$ cat src/rtl/mem_copy_if.sv
// Bus bundle between the copy engine, its controller and the data memory.
// The engine takes the master view; the controller/memory side takes the slave view.
interface mem_copy_if;
  logic       Start;
  logic [7:0] SrcAddr;
  logic [7:0] DstAddr;
  logic [5:0] Length;
  logic       Busy;
  logic       Done;
  logic [7:0] Sum;
  logic       MemRead;
  logic       MemWrite;
  logic [7:0] Address;
  logic [7:0] WriteData;
  logic [7:0] ReadData;

  modport master (
    input  Start, SrcAddr, DstAddr, Length, ReadData,
    output Busy, Done, Sum, MemRead, MemWrite, Address, WriteData
  );

  modport slave (
    output Start, SrcAddr, DstAddr, Length, ReadData,
    input  Busy, Done, Sum, MemRead, MemWrite, Address, WriteData
  );
endinterface

$ cat src/rtl/mem_copy_engine.sv
// Forward byte-copy engine for the data memory: one READ then one WRITE per byte,
// with a modulo-256 checksum of every byte moved.
module mem_copy_engine #(
  parameter int DEPTH = 32
) (
  input  logic      CLK,
  input  logic      Reset_n,
  mem_copy_if.master bus
);

  localparam int PW = $clog2(DEPTH);

  typedef logic [PW-1:0] ptr_t;

  typedef enum logic [1:0] {
    S_IDLE,
    S_READ,
    S_WRITE,
    S_DONE
  } state_e;

  state_e     state_q,      state_d;
  ptr_t       src_ptr_q,    src_ptr_d;
  ptr_t       dst_ptr_q,    dst_ptr_d;
  logic [5:0] count_q,      count_d;
  logic [7:0] data_buf_q,   data_buf_d;
  logic [7:0] sum_q,        sum_d;
  logic       busy_q,       busy_d;
  logic       done_q,       done_d;
  logic       mem_read_q,   mem_read_d;
  logic       mem_write_q,  mem_write_d;
  logic [7:0] address_q,    address_d;
  logic [7:0] write_data_q, write_data_d;

  // Upper address bits are ignored; rows are selected by the low PW bits only.
  logic unused_addr_bits;
  assign unused_addr_bits = ^{bus.SrcAddr[7:PW], bus.DstAddr[7:PW]};

  always_comb begin
    // NOTE: every next-state signal gets a hold default first, so no path
    // through the case statement can leave one unassigned and infer a latch.
    state_d    = state_q;
    src_ptr_d  = src_ptr_q;
    dst_ptr_d  = dst_ptr_q;
    count_d    = count_q;
    data_buf_d = data_buf_q;
    sum_d      = sum_q;

    unique case (state_q)
      S_IDLE: begin
        if (bus.Start) begin
          src_ptr_d = bus.SrcAddr[PW-1:0];
          dst_ptr_d = bus.DstAddr[PW-1:0];
          count_d   = bus.Length;
          sum_d     = '0;
          state_d   = (bus.Length != '0) ? S_READ : S_DONE;
        end
      end
      S_READ: begin
        data_buf_d = bus.ReadData;
        sum_d      = sum_q + bus.ReadData;
        state_d    = S_WRITE;
      end
      S_WRITE: begin
        src_ptr_d = src_ptr_q + ptr_t'(1);
        dst_ptr_d = dst_ptr_q + ptr_t'(1);
        count_d   = count_q - 6'd1;
        state_d   = (count_d == '0) ? S_DONE : S_READ;
      end
      S_DONE: begin
        state_d = S_IDLE;
      end
      default: begin
        state_d = S_IDLE;
      end
    endcase

    // Outputs are decoded from the upcoming state and registered, so the bus
    // shows the Moore value of the state for the whole cycle it occupies.
    mem_read_d   = (state_d == S_READ);
    mem_write_d  = (state_d == S_WRITE);
    busy_d       = mem_read_d | mem_write_d;
    done_d       = (state_d == S_DONE);
    address_d    = mem_read_d  ? 8'(src_ptr_d) :
                   mem_write_d ? 8'(dst_ptr_d) : 8'd0;
    write_data_d = mem_write_d ? data_buf_d : 8'd0;
  end

  always_ff @(posedge CLK) begin
    if (!Reset_n) begin
      // NOTE: sequential state is updated only with non-blocking assignments,
      // so every flop samples the pre-edge values regardless of block order.
      state_q      <= S_IDLE;
      src_ptr_q    <= '0;
      dst_ptr_q    <= '0;
      count_q      <= '0;
      data_buf_q   <= '0;
      sum_q        <= '0;
      busy_q       <= 1'b0;
      done_q       <= 1'b0;
      mem_read_q   <= 1'b0;
      mem_write_q  <= 1'b0;
      address_q    <= '0;
      write_data_q <= '0;
    end else begin
      state_q      <= state_d;
      src_ptr_q    <= src_ptr_d;
      dst_ptr_q    <= dst_ptr_d;
      count_q      <= count_d;
      data_buf_q   <= data_buf_d;
      sum_q        <= sum_d;
      busy_q       <= busy_d;
      done_q       <= done_d;
      mem_read_q   <= mem_read_d;
      mem_write_q  <= mem_write_d;
      address_q    <= address_d;
      write_data_q <= write_data_d;
    end
  end

  assign bus.Busy      = busy_q;
  assign bus.Done      = done_q;
  assign bus.Sum       = sum_q;
  assign bus.MemRead   = mem_read_q;
  assign bus.MemWrite  = mem_write_q;
  assign bus.Address   = address_q;
  assign bus.WriteData = write_data_q;

endmodule

$ cat src/flat_wrapper.sv
// flat-port wrapper written by rule: the top's interface ports become plain ports
module mem_copy_engine_flat 
#(
  parameter int DEPTH = 32
)
  (CLK, Reset_n, bus_Start, bus_SrcAddr, bus_DstAddr, bus_Length, bus_ReadData, bus_Busy, bus_Done, bus_Sum, bus_MemRead, bus_MemWrite, bus_Address, bus_WriteData);
  mem_copy_if bus_i ();
  input  logic CLK;
  input  logic Reset_n;
  input wire logic [$bits(bus_i.Start)-1:0] bus_Start;
  input wire logic [$bits(bus_i.SrcAddr)-1:0] bus_SrcAddr;
  input wire logic [$bits(bus_i.DstAddr)-1:0] bus_DstAddr;
  input wire logic [$bits(bus_i.Length)-1:0] bus_Length;
  input wire logic [$bits(bus_i.ReadData)-1:0] bus_ReadData;
  output wire logic [$bits(bus_i.Busy)-1:0] bus_Busy;
  output wire logic [$bits(bus_i.Done)-1:0] bus_Done;
  output wire logic [$bits(bus_i.Sum)-1:0] bus_Sum;
  output wire logic [$bits(bus_i.MemRead)-1:0] bus_MemRead;
  output wire logic [$bits(bus_i.MemWrite)-1:0] bus_MemWrite;
  output wire logic [$bits(bus_i.Address)-1:0] bus_Address;
  output wire logic [$bits(bus_i.WriteData)-1:0] bus_WriteData;
  assign bus_i.Start = bus_Start;
  assign bus_i.SrcAddr = bus_SrcAddr;
  assign bus_i.DstAddr = bus_DstAddr;
  assign bus_i.Length = bus_Length;
  assign bus_i.ReadData = bus_ReadData;
  assign bus_Busy = bus_i.Busy;
  assign bus_Done = bus_i.Done;
  assign bus_Sum = bus_i.Sum;
  assign bus_MemRead = bus_i.MemRead;
  assign bus_MemWrite = bus_i.MemWrite;
  assign bus_Address = bus_i.Address;
  assign bus_WriteData = bus_i.WriteData;
  mem_copy_engine #(.DEPTH(DEPTH)) u_core (.CLK(CLK), .Reset_n(Reset_n), .bus(bus_i));
endmodule
$ cat config.mk
export PLATFORM = sky130hd
export DESIGN_NAME = mem_copy_engine_flat
export DESIGN_NICKNAME = d
export VERILOG_FILES = /design/src/rtl/mem_copy_if.sv /design/src/rtl/mem_copy_engine.sv /design/src/flat_wrapper.sv
export SDC_FILE = /design/constraint.sdc
export NUM_CORES = 1
export LEC_CHECK = 0
export ABC_CLOCK_PERIOD_IN_PS = 2400
export CORE_ASPECT_RATIO = 1.1
export CORE_MARGIN = 2
export CORE_UTILIZATION = 47
export DETAILED_ROUTE_END_ITERATION = 10
export PLACE_DENSITY = 0.86
export SETUP_SLACK_MARGIN = 0.4
export SKIP_CTS_REPAIR_TIMING = 1
export SLEW_MARGIN = 20
export SYNTH_ARGS = -nofsm -noshare
export SYNTH_HDL_FRONTEND = slang
export SYNTH_SLANG_ARGS = --single-unit
$ cat constraint.sdc
create_clock -name CLK -period 2.4 [get_ports CLK]
set_clock_uncertainty 0.15 [all_clocks]
set_input_delay 0.48 -clock CLK [delete_from_list [all_inputs] [get_ports CLK]]
set_output_delay 0.48 -clock CLK [all_outputs]
set_load 0.01 [all_outputs]
; ---- After elaboration in Yosys (flattened, before gate mapping)
; Index checks and enable logic that the tools add are counted.
[word_totals]
wordCells = 50
ff_bits = 54
out_inout_bits = 28
input_bits = 33
[op_classes]
n_reduce_logical = 9
bitwise = 2
n_eq_ne = 7
n_mux = 15
add_sub_neg = 4
[ops]
columns = cell, count
row1 = $mux 5, 4
row2 = $pmux 5 s2, 2
row3 = $mux 8, 2
row4 = $pmux 8 s2, 1
row5 = $pmux 6 s2, 1
row6 = $add 5x1->5 const B, 2
row7 = $add 8x8->8, 1
row8 = $eq 2x2->1 const B, 4
row9 = $pmux 2 s4, 1
row10 = $logic_not 6->1, 1
row11 = $mux 2, 3
row12 = $mux 6, 1
row13 = $reduce_and 2->1, 3
row14 = $reduce_bool 6->1, 1
row15 = $sub 6x1->6 const B, 1
row16 = $eq 2x1->1 const B, 2
row17 = $reduce_bool 2->1, 2
row18 = $logic_not 2->1, 1
row19 = $ne 2x2->1 const B, 1
row20 = $reduce_or 2->1, 1
row21 = $not 1->1, 1
row22 = $or 1x1->1, 1

; ---- Logic depth before layout (Yosys ltp)
[logic_depth]
word_depth = 7
ltp_mapped = 8
mapped_depth_nobuf = 8

; ---- Worst setup path before layout
; No wires, ideal clock.
[synth_timing]
kind = input-to-reg
startpoint = input port bus_ReadData[0]
endpoint = register u_core.sum_q[6], in the netlist u_core.bus.Sum[6]
required_ns = 2.133
setup_ns = 0.117
t_arrival_ns = 1.948
setup_slack_ns = 0.185
n_path_buf = 0
stages = 8
path_cell_list = ha_1 fa_1 a21o_1 a21oi_2 o21bai_1 a21o_1 xor2_1 a22o_1
[synth_via]
elab_chain_cells = 2
[synth_rtl]
columns = item, line
row1 = from (decl), flat_wrapper.sv:14  ; input wire logic [$bits(bus_i.ReadData)-1:0] bus_ReadData;
row2 = $add 8x8->8, mem_copy_engine.sv:61  ; sum_d = sum_q + bus.ReadData;
row3 = $pmux 8 s2, mem_copy_engine.sv:49  ; unique case (state_q)
row4 = to (signal assigned), mem_copy_engine.sv:111  ; sum_q <= sum_d;
row5 = to (decl), mem_copy_engine.sv:27  ; logic [7:0] sum_q, sum_d;
; No other way between the ends.
; A chain may end at the register's enable or synchronous reset.

; ---- Worst setup path in the final report
[layout_timing]
startpoint = register u_core.sum_q[0], in the netlist u_core.bus.Sum[0]
endpoint = register u_core.sum_q[6], in the netlist u_core.bus.Sum[6]
[layout_via]
elab_chain_cells = 2
[layout_rtl]
columns = item, line
row1 = $add 8x8->8, mem_copy_engine.sv:61
row2 = $pmux 8 s2, mem_copy_engine.sv:49
; No other way between the ends.

==> impl_metrics.csv <==
group,metric,value,unit
run_status,status,"completed",
critical_path,crit_arrival,2.11,ns
placement,hpwlAfterDp,3.92,mm
critical_path,cp-start-kind,"flop",
flow_run,cap_violations,0,
pwr,p_per_area,559,nW/µm²
clock_tree,cts.clk_slew.worst_paths,0.08,ns
floorplanning,die_x,68.7,µm
logic_synthesis,yosys_warnings,0,
critical_path,critPathKind,"flop to flop",
placement,dp_slack,-0.271,ns
detailed_routing,drc,0,
clock_tree,clock_path_buffers,2,
cells_and_area,syn2layout_area_growth,36.9,%
detailed_routing,wirelength,5.68,mm
global_route,grt_pass1_wl,8.56,mm
hold_path,hold_path_depth,2,
cells_and_area,layout_common_cells,"clkdlybuf4s50_1 (45), dfxtp_1 (41), a21oi_1 (20)",
sta,period_share,86.7,%
global_route,grt_max_degree,18,
floorplanning,num_rows,25,
detailed_routing,vias_per_cell,5.81,
clock_tree,htreeDepth,2,
detailed_routing,wire_per_inst,15.8,µm
clock_tree,cts_buffers,5,
critical_path,timing.critical_path.mode_cell,"a21o_1",
cells_and_area,fillers,337,
cells_and_area,seq_area,866,µm²
floorplanning,die_area,5170,µm²
sta,grt_setup_unrepaired,"yes",
sta,setup_viol_count_final,0,
critical_path,cp_max_fo,3,
logic_synthesis,synth_area,2170,µm²
sta,drv_slew,0,
critical_path,worst_path_max_delay_cell,"dfxtp_4",
logic_synthesis,postSynthCellCount,244,
detailed_routing,ant_nets,0,
logic_synthesis,synth_edf_count,0,
global_route,first_global_vias,1858,
pwr,peakVddDrop,0.000255,V
cells_and_area,multi_input_area,1220,µm²
global_route,busiest_layer,"met2",
critical_path,required,2.43,ns
logic_synthesis,avgSynthCellArea,8.88,µm²
logic_synthesis,ys.flop_type,"dfxtp_1",
critical_path,reg2reg_from,"u_core.bus.Sum[0]",
detailed_routing,vias,2093,
hold_path,hp-start,"u_core.count_q[1]",
logic_synthesis,ys_ff_latch,43,
sta,final.min_clock_period,2.08,ns
detailed_routing,dr.pass1.iters,4,
floorplanning,dieHeight,75.2,µm
placement,port_buffers,51,
critical_path,path_cells,"ha_4 -> fa_2 -> a21o_1 -> a21oi_2 -> o21bai_1 -> a21o_1 -> xor2_1 -> a22o_1",
clock_tree,cts_sinks,43,
pwr,leakagePower,1.25,nW
sta,fmax,0.481,GHz
hold_path,min_to,"u_core.count_q[1]",
global_route,antenna_found_initial,0,
hold_path,hold_class,"flop to flop",
global_route,grt-ovfl-total,0,
global_route,grt_usage,21.9,%
placement,gp_congestion,0.870,
global_route,use_met3,4.63,%
floorplanning,core,4380,µm²
logic_synthesis,synth_cell_type_count,50,
clock_tree,cts_tree,"done",
sta,setup-tns-final,0,ns
critical_path,cpPeakStageDelay,0.36,ns
clock_tree,cts_root_buf,"clkbuf_8",
clock_tree,clock_latency,0.30,ns
sta,setup_ws,0.319,ns
logic_synthesis,async_reset_ff_share,0,%
floorplanning,initial_core_util,49.5,%
critical_path,r2r_setup_slack,0.32,ns
cells_and_area,drive_gt1_share,15.4,%
critical_path,reg2reg_to,"u_core.bus.Sum[6]",
cells_and_area,antenna_cells,0,
floorplanning,io_pins,61,
critical_path,worstSetupEndpointType,"flop",
cells_and_area,nNetsFinal,350,
cells_and_area,final_common_cell,"clkdlybuf4s50_1",
critical_path,reg2regPathDepth,8,
global_route,use_met2,37.1,%
sta,final-hold-violation-count,0,
detailed_routing,drt_iter0_markers,126,
global_route,grt_use_met1,27.4,%
logic_synthesis,seq_area_frac_synth,39.7,%
## final cells by class
type                    instances  share of cell area (%)
clock buffers                   7                    2.57
flip-flops and latches         43                    29.2
well taps                      54                    2.28
clock inverters                 1                   0.169
inverters                      13                    1.98
repair buffers                 70                    22.5
multi-input cells             172                    41.2
## flip-flops by register name, indices dropped and copies added, names as in the netlist, 2 cells and up
signal,flops
u_core.state_q,2
u_core.bus.Sum,8
u_core.dst_ptr_q,5
u_core.count_q,6
u_core.src_ptr_q,5
u_core.bus.Address,5
u_core.bus.WriteData,8
## logic make-up (layout without fill, tap and decap cells)
kind of cell,Yosys count,count (layout),synth area share [%]
buffers and inverters,31,91,7.74
flip-flops,43,43,39.7
XOR/XNOR,8,8,3.24
adder cells (fa/ha/maj),12,12,7.28
AND/OR/NAND/NOR,67,67,16.9
AO/OA/AOI/OAI,82,82,24.9
other,1,3,0.173
## per-stage QoR
step	cell area, µm²	total power, W	util, %	hold WS (ns)	std cells
2_1_floorplan	2190	0.00104	-	0.295	246
3_3_place_gp	2790	0.00119	63.6	0.306	350
3_5_place_dp	2790	0.00120	63.6	0.315	350
4_1_cts	2870	0.00164	65.5	0.329	358
5_1_grt	2960	0.00174	67.7	0.344	360
6_report	2960	0.00166	67.7	0.326	360
## report_power, final
group	leakage, nW	internal [W]	switching, W
Clock	0.0422	0.000204	0.000242
Sequential	0.354	0.000763	0.0000472
Combinational	0.850	0.000203	0.000196
Total	1.25	0.00117	0.000485
## cells in the mapped netlist, types with 2 or more instances
cell | n | area, µm²
clkbuf_1 | 5 | 18.8
buf_4 | 5 | 37.5
o21ai_0 | 16 | 80.1
buf_6 | 2 | 22.5
o22ai_1 | 7 | 43.8
dfxtp_1 | 43 | 861
buf_2 | 6 | 30.0
a211oi_1 | 2 | 15.0
nand2b_1 | 2 | 12.5
and3_1 | 8 | 50.1
nor2b_1 | 2 | 12.5
inv_1 | 11 | 41.3
and2_1 | 3 | 18.8
a21o_1 | 4 | 30.0
nor3_1 | 4 | 20.0
nand3_1 | 9 | 45.0
xnor2_1 | 3 | 26.3
nand2_1 | 14 | 52.6
a22oi_1 | 5 | 37.5
nor2_1 | 15 | 56.3
a22o_1 | 8 | 70.1
nand2_4 | 2 | 22.5
a21oi_1 | 21 | 105
xor2_1 | 5 | 43.8
a31oi_1 | 6 | 37.5
ha_1 | 11 | 138
nand4_1 | 2 | 12.5
## how the worst max path moves through the flow
stage                            from                 to  slack (ns)  depth (start not counted)
finish              u_core.bus.Sum[0]  u_core.bus.Sum[6]        0.32                          8
global route        u_core.bus.Sum[0]  u_core.bus.Sum[6]        0.31                          8
CTS                   bus_ReadData[0]  u_core.bus.Sum[6]        0.03                          9
detailed placement    bus_ReadData[0]  u_core.bus.Sum[6]       -0.27                          9
global placement      bus_ReadData[0]  u_core.bus.Sum[6]       -0.23                          9
floorplan             bus_ReadData[0]  u_core.bus.Sum[6]        0.28                          8
## critical path, delay by kind of cell, from the launching register on
kind / cells / cell delay (ns)
AOI/OAI and AO/OA: 5 / 0.79
xor gates and xnor gates: 1 / 0.15
adders and majority gates: 2 / 0.50
DFF: 1 / 0.36
## layer usage
layer,routed length [µm],part of all wire [%]
met5,0,0
met4,138,2.4
met3,332,5.8
met2,2950,52
met1,2260,40
Power figures use the tool's default switching activity.
